### src/rtl/instruction_fetch_unit.sv
// Instruction fetch: owns the PC, arbitrates the single memory port between
// redirects, stores and fetches, and buffers returned words toward decode.
module instruction_fetch_unit #(
    parameter int                    DATA_WIDTH = 32,
    parameter int                    ADDR_WIDTH = 6,
    parameter logic [ADDR_WIDTH-1:0] RESET_PC   = '0
) (
    input  logic                  clk,
    input  logic                  reset,
    input  logic                  Stall_i,
    input  logic                  Branch_Taken_i,
    input  logic [ADDR_WIDTH-1:0] Branch_Target_i,
    input  logic                  Jump_i,
    input  logic [ADDR_WIDTH-1:0] Jump_Target_i,
    input  logic                  Store_Req_i,
    input  logic [DATA_WIDTH-1:0] Store_Addr_i,
    input  logic [DATA_WIDTH-1:0] Store_Data_i,
    input  logic [DATA_WIDTH-1:0] Instruction_i,
    output logic [DATA_WIDTH-1:0] Address_o,
    output logic                  Write_Enable_o,
    output logic [DATA_WIDTH-1:0] Write_Data_o,
    output logic                  Store_Ack_o,
    output logic [DATA_WIDTH-1:0] Instruction_o,
    output logic [ADDR_WIDTH-1:0] PC_o,
    output logic                  Valid_o
);

    typedef struct packed {
        logic [DATA_WIDTH-1:0] data;
        logic [ADDR_WIDTH-1:0] pc;
    } ibuf_t;

    logic [ADDR_WIDTH-1:0] pc, inflight_pc, redirect_pc;
    logic                  inflight, valid, skid_vld;
    logic                  redirect, store_go, fetch_go;
    ibuf_t                 out_q, skid_q, ret_word;

    always_comb begin
        redirect    = Branch_Taken_i | Jump_i;
        redirect_pc = Branch_Taken_i ? Branch_Target_i : Jump_Target_i;
        // Reset gating keeps a held store request off the bus while in reset.
        store_go    = reset & ~redirect & Store_Req_i;
        fetch_go    = ~redirect & ~Store_Req_i & ~Stall_i & ~skid_vld;
        ret_word    = '{data: Instruction_i, pc: inflight_pc};
    end

    always_comb begin
        Address_o      = DATA_WIDTH'(pc);
        Write_Enable_o = 1'b0;
        Write_Data_o   = '0;
        Store_Ack_o    = 1'b0;
        if (store_go) begin
            Address_o      = Store_Addr_i;
            Write_Enable_o = 1'b1;
            Write_Data_o   = Store_Data_i;
            Store_Ack_o    = 1'b1;
        end
    end

    always_ff @(posedge clk or negedge reset) begin
        if (!reset) begin
            pc          <= RESET_PC;
            inflight    <= 1'b0;
            inflight_pc <= '0;
            skid_vld    <= 1'b0;
            skid_q      <= '0;
            out_q       <= '0;
            valid       <= 1'b0;
        end else if (redirect) begin
            // Word returning now belongs to the old path and is dropped.
            pc       <= redirect_pc;
            inflight <= 1'b0;
            skid_vld <= 1'b0;
            valid    <= 1'b0;
        end else begin
            inflight <= fetch_go;
            if (fetch_go) begin
                inflight_pc <= pc;
                pc          <= pc + ADDR_WIDTH'(1);
            end
            if (!Stall_i) begin
                if (skid_vld) begin
                    out_q    <= skid_q;
                    valid    <= 1'b1;
                    skid_vld <= 1'b0;
                end else if (inflight) begin
                    out_q <= ret_word;
                    valid <= 1'b1;
                end else begin
                    valid <= 1'b0;
                end
            end else if (inflight) begin
                // Issue is blocked while stalled, so one skid entry is enough.
                if (!valid) begin
                    out_q <= ret_word;
                    valid <= 1'b1;
                end else begin
                    skid_q   <= ret_word;
                    skid_vld <= 1'b1;
                end
            end
        end
    end

    assign Instruction_o = out_q.data;
    assign PC_o          = out_q.pc;
    assign Valid_o       = valid;

endmodule

### config.mk
export PLATFORM = sky130hd
export DESIGN_NAME = instruction_fetch_unit
export DESIGN_NICKNAME = d
export VERILOG_FILES = /design/src/rtl/instruction_fetch_unit.sv
export SDC_FILE = /design/constraint.sdc
export NUM_CORES = 1
export LEC_CHECK = 0
export ABC_AREA = 1
export CORE_ASPECT_RATIO = 0.5
export CORE_UTILIZATION = 45
export DETAILED_ROUTE_END_ITERATION = 12
export GPL_TIMING_DRIVEN = 0
export MAX_ROUTING_LAYER = met4
export PLACE_DENSITY_LB_ADDON = 0.2
export SLEW_MARGIN = 20
export SYNTH_ARGS = -nofsm -noshare
export SYNTH_HDL_FRONTEND = slang
export SYNTH_SLANG_ARGS = --single-unit
### constraint.sdc
create_clock -name clk -period 3.4 [get_ports clk]
set_input_delay 0.68 -clock clk [delete_from_list [all_inputs] [get_ports clk]]
set_output_delay 0.68 -clock clk [all_outputs]
set_load 0.03 [all_outputs]
==> results.txt, run 1 <==
TritonCTS created 9 clock buffers. For the synthesized cell area, the log shows 0.00463 mm^2. The clock tree root buffer cell was sky130_fd_sc_hd__clkbuf_16. Buffers added to address setup during post-CTS repair amount to 0. The run gives 0 as the max-slew violation total from the final report. Portion of the clock cycle consumed by the worst path in the final layout: 100%. The logs give 4 for the count of TritonRoute iterations in the first routing pass and 4,576 for the number of global-route vias before repair. Setup repair after global routing could not meet its margin everywhere.

The overall die width is 145 um. Yosys printed 0 warnings. 219 I/O pins were placed.

The completed layout was analyzed and its total power is 3.29 mW. The number of hold buffers added after CTS was 0. The classification of the worst-slack hold path was in -> async.

The maximum fanout count along the critical path is 10, and the required time at the worst-slack endpoint is 2.72 ns. In this run the register-to-register setup slack is 1.81 ns. Static timing analysis puts the maximum clock frequency at 294 MHz. At the later pin of the worst-skew pair, clock insertion delay measures 0.34 ns.

The tools report the post-route DRC violation count as 0. The average cell area after synthesis is 7.55 um^2, and the minimum period implied by the final worst setup slack is 3.40 ns. For the cell leakage power, the log shows 4.16 nW. Hold is met by 0.173 ns. The wire-length estimate of the detail-placed layout is 10,500 um.

The count of nets left with antenna violations once routing finished came out at 0. When the netlist entered floorplanning its net count stood at 728. In the routed layout, each cell is associated on average with a via count of 4.70. In this run, distinct cell masters in the synthesized netlist total 23. The net count reported at finish came out at 957. The total overflow left after global routing is 0. The end-of-flow core utilization is 75.3%, and the area overhead of the layout relative to synthesis is 57.8%. Of the cells placed in the final design, the portion with a size suffix greater than 1 is 5.90%. TritonCTS built the clock tree.

The share of synthesized area in the top cell type comes to 49.2%. Once the floorplan was initialized, standard cells occupied 47.7% of the core. The post-synthesis sequential element count works out to 91.

Leaving out fill and tap cells, the most frequent cell in the layout is sky130_fd_sc_hd__clkdlybuf4s50_1. Entering global routing, the biggest net connects 75 pins. The logs give 42 for the number of gates resized after cts and 2 for the number of buffers on the longest clock path.

Detailed routing inserted a total of 4,619 vias. The run gives 65.0% as the worst max-slew margin expressed relative to the limit. Net switching is 31.9% of the power. The run gives 1 as the initial antenna violation count. For the wire length of the first global-routing pass, the log shows 22,200 um. The final hold violation count is 0, and the power density over the cells is 450 mW/mm^2. The clock drives 91 sinks. The clock network burns 30.7% of the power.

The die footprint was 0.0107 mm^2; the peak supply drop was 0.251 mV. Data arrives at the worst endpoint at 2.72 ns. The final layout contains routed wiring with a total length of 14,000 um. Share of total power in sequential cells: 39.8%. In this run the number of H-tree levels came out at 3.

The worst setup path is captured at an output pin. The flow ran to the end, and the final reports show no timing, DRC or antenna violations. In this run, synthesis inferred 0 flip-flops with an integrated enable. The part of the total power dissipated in combinational logic was 29.6%; the number of failing setup endpoints in the final timing report was 0. sky130_fd_sc_hd__dfrtp_1 takes more of the synthesized area than any other cell. STA classifies the critical path startpoint as a primary input. The transition time at the pin with the least slew margin was 0.524 ns; the height of the die was 73.7 um. The critical path in this run is classified as in -> out. In the synthesized netlist the async set-or-reset flop fraction comes to 100%.

The count of port buffers added during placement was 217. Number of maximum-capacitance violations: 0. For the number of core rows, the log shows 25. In this run the power spent charging and discharging nets is 1.05 mW. Clock-pin slew was measured on the worst setup and hold paths at 0.06 ns.

By area the synthesized netlist is led by sky130_fd_sc_hd__dfrtp_1 49%, sky130_fd_sc_hd__nor2_1 11%, sky130_fd_sc_hd__inv_1 9.0%, sky130_fd_sc_hd__a21oi_1 7.9%, sky130_fd_sc_hd__nand2_1 6.7%. For this run, the total global-route usage over all layers was measured as 27.4%. After the first detailed-routing iteration, the DRC count stood at 239. In this run the standard cell core region covers 0.00970 mm^2. After filler insertion, the fill cell instance count of the layout stands at 753.

The cell count after synthesis came out at 613. In the layout the commonest cells are 153 x sky130_fd_sc_hd__clkdlybuf4s50_1, 141 x sky130_fd_sc_hd__nor2_1, 111 x sky130_fd_sc_hd__inv_1. The tools report the routability-driven placement congestion ratio as 0.813. Among all flip-flop cells after synthesis, the most frequent one is sky130_fd_sc_hd__dfrtp_1. The routed wire length per instance is 14.2 um, and the final worst clock skew is 0.00647 ns. For the sequential-to-total area share from yosys stat, the log shows 49.2%. Cell internal power was estimated by the tool at 2.24 mW.
==> layout make-up <==
cell class / instances / area (um^2) / area share [%]
flip-flops and latches: 91 / 2280 / 31.2
repair buffers: 218 / 2200 / 30.1
multi-input cells: 377 / 1750 / 23.9
inverters: 111 / 417 / 5.70
clock buffers: 9 / 225 / 3.08
plain buffers: 34 / 185 / 2.54
well taps: 135 / 169 / 2.31
clock inverters: 7 / 77.6 / 1.06
diodes: 1 / 2.50 / 0.0343
==> flip-flops by register name, summed over array words and instances (netlist names) <==
name	flops
Instruction_o	32
PC_o	6
Valid_o	1
inflight	1
inflight_pc	6
pc	6
skid_q	38
skid_vld	1
==> per-layer routing <==
metal | part of all wire (%) | wire, um | track usage, %
met2 | 51 | 7120 | 46.1
met5 | 0 | 0 | -
met3 | 6.2 | 864 | 5.78
met1 | 42 | 5830 | 33.8
met4 | 1.3 | 180 | 8.54
==> metrics by stage <==
| stage | setup TNS [ns] | instances | cell area [um^2] | setup slack, ns |
|---|---|---|---|---|
| 2_1_floorplan | 0 | 613 | 4630 | 0.807 |
| 3_3_place_gp | -390.45 | 965 | 6970 | -3.64 |
| 3_5_place_dp | -1.97 | 966 | 7000 | -0.143 |
| 4_1_cts | 0 | 982 | 7250 | 0.000421 |
| 5_1_grt | -0.151 | 983 | 7300 | -0.132 |
| 6_report | 0 | 983 | 7300 | 0.000302 |
==> worst max-delay path, stage by stage <==
cell	delay, ns
sky130_fd_sc_hd__clkdlybuf4s50_1	0.49
sky130_fd_sc_hd__nor2_8	0.23
sky130_fd_sc_hd__nand3_2	0.19
sky130_fd_sc_hd__clkbuf_1	0.30
sky130_fd_sc_hd__nor2_1	0.15
sky130_fd_sc_hd__clkdlybuf4s50_1	0.68
==> cells in the mapped netlist (3+ instances only) <==
master / instances
sky130_fd_sc_hd__nor2_1: 141
sky130_fd_sc_hd__a21oi_2: 3
sky130_fd_sc_hd__o21a_1: 33
sky130_fd_sc_hd__clkbuf_1: 10
sky130_fd_sc_hd__nand2_1: 82
sky130_fd_sc_hd__o21ai_0: 26
sky130_fd_sc_hd__inv_1: 111
sky130_fd_sc_hd__dfrtp_1: 91
sky130_fd_sc_hd__buf_4: 6
sky130_fd_sc_hd__nand3_1: 8
sky130_fd_sc_hd__buf_2: 16
sky130_fd_sc_hd__a21oi_1: 73
==> cells by family (layout without fill, tap and decap cells) <==
family | count (synthesis) | count (layout) | synth area share (%)
xor gates and xnor gates | 1 | 1 | 0.189
and+or+nand+nor | 237 | 237 | 20.2
AOI/OAI and AO/OA | 138 | 138 | 17.1
adders and majority gates | 1 | 1 | 0.270
buffers and inverters | 145 | 379 | 13.0
DFF | 91 | 91 | 49.2
other | 0 | 1 | 0
==> power by group through the flow <==
stage          Clock (mW)  Sequential (mW)  Combinational [mW]
2_1_floorplan           0             1.54               0.274
3_3_place_gp            0             1.32               0.964
3_5_place_dp            0             1.33               0.985
4_1_cts              1.02             1.31               0.981
5_1_grt              1.07             1.32                1.05
6_report             1.01             1.31               0.972
==> path summary, 6_finish.rpt <==
check | startpoint | to | depth (start not counted)
hold / removal | reset | pc[4] | 1
max in group asynchronous | reset | skid_q[34] | 2
min in group clk | skid_q[1] | skid_q[1] | 2
setup / recovery | Jump_i | Write_Data_o[20] | 6
setup reg to reg | skid_vld | Instruction_o[26] | 5
hold reg to reg | skid_q[1] | skid_q[1] | 2
Note: power is estimated with default switching activity, not from simulation.
==> inputs of run 2 (changes only) <==
--- a/config.mk
+++ b/config.mk
@@ -12,6 +12,7 @@
 export GPL_TIMING_DRIVEN = 0
 export MAX_ROUTING_LAYER = met4
 export PLACE_DENSITY_LB_ADDON = 0.2
+export RECOVER_POWER = 25
 export SLEW_MARGIN = 20
 export SYNTH_ARGS = -nofsm -noshare
 export SYNTH_HDL_FRONTEND = slang
==> run 2 against run 1 <==
  * The flow now finishes with violations (capacitance limit, slew limit, setup timing)
  * Via count up 1.9%
  * Non-clock buffer count is the same
  * Flip-flop and latch count unchanged
  * Global-route usage is the same
==> results.txt, run 2 (synthesis gave the netlist of run 1 again) <==
The power density over the cells is 451 mW/mm^2 (+0.31%). End of the critical path: Write_Data_o[20]. The smallest setup slack after layout came out at -0.00804 ns (-0.00834 ns). The tools report the net count reported at finish as 957 (unchanged). The area of all placed cells without fillers is 0.00728 mm^2 (-0.31%), and the HPWL after detailed placement is 10,500 um (unchanged). The logs give 14,100 um (+0.73%) for the total detailed-routing wirelength and 2.73 ns (about the same) for the data arrival time of the worst path. The logs give 22,200 um (unchanged) for the wire length of the first global-routing pass and 0.00175 mm^2 (unchanged) for the multi-input gate area in the final layout.

The CTS sink count was 91 (unchanged); the maximum clock frequency was 293 MHz (-0.24%). The run gives 0 (unchanged) as the post-route DRC violation count. The minimum period implied by the final worst setup slack was 3.41 ns (+0.00834 ns). In this run the worst hold path is classified as in -> async. The share of final-layout standard cells stronger than drive strength 1 is 5.90% (unchanged), and the end-of-flow core utilization is 75.1% (-0.23 points). Flip-flop count of the largest register after layout: 38 (unchanged). The worst register-to-register path begins at skid_vld. The tools report the count of antenna-violating nets left after detailed routing as 0 (unchanged). The largest net degree at the start of global routing was 75 (unchanged); the transition time at the pin with the least slew margin was 1.82 ns (+1.30 ns). Die footprint: 0.0107 mm^2 (unchanged).

The height of the die was 73.7 um (unchanged); the area overhead of the layout relative to synthesis was 57.3%. The total CTS buffers came out at 9 (unchanged). The number of inserted filler cells in the final layout was 756 (+0.40%); the required time at the worst-slack endpoint was 2.72 ns (about the same). Initial antenna violation count: 1 (unchanged).

For the post-CTS setup buffer count, the log shows 0 (unchanged). The final worst hold slack is 0.165 ns (-0.00728 ns). The number of maximum-capacitance violations was 1 (+1).

The run gives 0.00700 mm^2 (unchanged) as the instance area after placement. CTS placed an instance of sky130_fd_sc_hd__clkbuf_16 at the clock tree root. The run gives 0.00228 mm^2 (unchanged) as the sequential cell area. The tools report the capturing point of the worst reg2reg path as Instruction_o[26]. For the peak supply drop, the log shows 0.254 mV (+1.4%). In the layout the commonest cells are 153 x sky130_fd_sc_hd__clkdlybuf4s50_1, 141 x sky130_fd_sc_hd__nor2_1, 111 x sky130_fd_sc_hd__inv_1.

The tools report the origin of the worst setup path as Jump_i. The total routing usage reported by global routing was 27.4% (unchanged). The logs give 247 (+3.3%) for the first-iteration detailed-routing DRC count and 2 (unchanged) for the number of buffers on the longest clock path.

The count of TritonRoute iterations in the first routing pass is 4 (unchanged). The library cell used most frequently in the layout, excluding fill and tap cells, is sky130_fd_sc_hd__clkdlybuf4s50_1. The total power is 3.29 mW (about the same), and the clock transition at the registers of the reported paths is 0.06 ns (about the same). The tools report the placeable core area as 0.00970 mm^2 (unchanged).

Level count of the clock H-tree: 3 (unchanged). The run gives 219 (unchanged) as the number of placed I/O pins. Overall die width: 145 um (unchanged).

TritonCTS built the clock tree. The routed wire length per instance was 14.3 um (+0.73%); the portion of the clock cycle consumed by the worst path in the final layout was 100% (+0.25 points). The tools report the critical path endpoint category as an output pin. For the number of global-route vias before repair, the log shows 4,576 (unchanged). The post-detailed-route via-to-cell ratio is 4.79 (+1.9%).

Cell leakage power: 4.15 nW (-0.20%). The critical path in this run is classified as in -> out. The final worst clock skew was 0.00670 ns (+0.000236 ns). Clock network latency to the later pin of the worst-skew pair: 0.34 ns (about the same). The number of failing setup endpoints in the final timing report was 1 (+1); the number of core rows was 25 (unchanged). The flow ran to the end, but the final reports show violations. Maximum fanout count along the critical path: 10 (unchanged). The tools report the routability-driven placement congestion ratio as 0.813 (unchanged). The worst setup path is launched from a primary input. The vias after detailed routing came out at 4,705 (+1.9%). The post-cts hold buffer count came out at 0 (unchanged). The count of port buffers added during placement is 217 (unchanged). The final hold violation count is 0 (unchanged). The worst reg-to-reg path cell count is 5 (unchanged). Largest register by flop count: skid_q.

The global-route congestion overflow total is 0 (unchanged). The worst max-slew margin expressed relative to the limit is -21.4% (-86 points). The final reports fail on capacitance limit, slew limit, setup timing. The starting utilization of the core area was 47.7% (unchanged). Setup repair after global routing could not meet its margin everywhere. The run gives 75 (+75) as the max-slew violation total from the final report. The run gives 1.81 ns (about the same) as the worst reg-to-reg setup slack.
==> run 2: timing repair <==
action | CTS | global route
pin swaps | 0 | 0
setup endpoints to repair | 42 | 23
cloned | 0 | 0
gates resized for setup | 42 | 22
==> run 2: where the power goes <==
| group | switching (mW) | leakage (nW) | internal, mW |
|---|---|---|---|
| clock | 0.435 | 0.146 | 0.575 |
| combinational | 0.530 | 3.01 | 0.439 |
| sequential | 0.0854 | 0.991 | 1.22 |
==> run 2: worst min path at each step <==
| stage | to | slack, ns | depth (start not counted) |
|---|---|---|---|
| floorplan | Instruction_o[0] | 0.38 | 0 |
| finish | pc[4] | 0.17 | 1 |
| CTS | pc[4] | 0.17 | 1 |
| detailed placement | skid_q[4] | 0.47 | 2 |
| global placement | skid_q[4] | 0.46 | 2 |
| global route | pc[4] | 0.17 | 1 |
==> run 2: worst max-delay path, stage by stage <==
cell                              delay (ns)
sky130_fd_sc_hd__clkdlybuf4s50_1        0.49
sky130_fd_sc_hd__nor2_8                 0.23
sky130_fd_sc_hd__nand3_2                0.18
sky130_fd_sc_hd__clkbuf_1               0.30
sky130_fd_sc_hd__nor2_1                 0.15
sky130_fd_sc_hd__clkdlybuf4s50_1        0.68
==> run 2: routing by layer <==
metal,vias to the layer above,track usage [%],routed length (um)
met4,0,8.54,232
met1,2189,33.8,5890
li1,2330,-,-
met5,-,-,0
met2,163,46.1,7160
met3,23,5.78,810
==> run 2: layout make-up <==
type                    count  share of cell area, %
well taps                 135                   2.32
diodes                      1                 0.0344
clock inverters             7                   1.07
inverters                 111                   5.72
clock buffers               9                   3.09
plain buffers              34                   2.54
multi-input cells         377                   24.0
repair buffers            218                   29.9
flip-flops and latches     91                   31.3
==> run 2: metrics by stage <==
step,cells,TNS (ns),setup WS (ns)
4_1_cts,982,0,0.000421
2_1_floorplan,613,0,0.807
5_1_grt,983,-0.151,-0.132
3_3_place_gp,965,-390.45,-3.64
6_report,983,-0.00804,-0.00804
3_5_place_dp,966,-1.97,-0.143
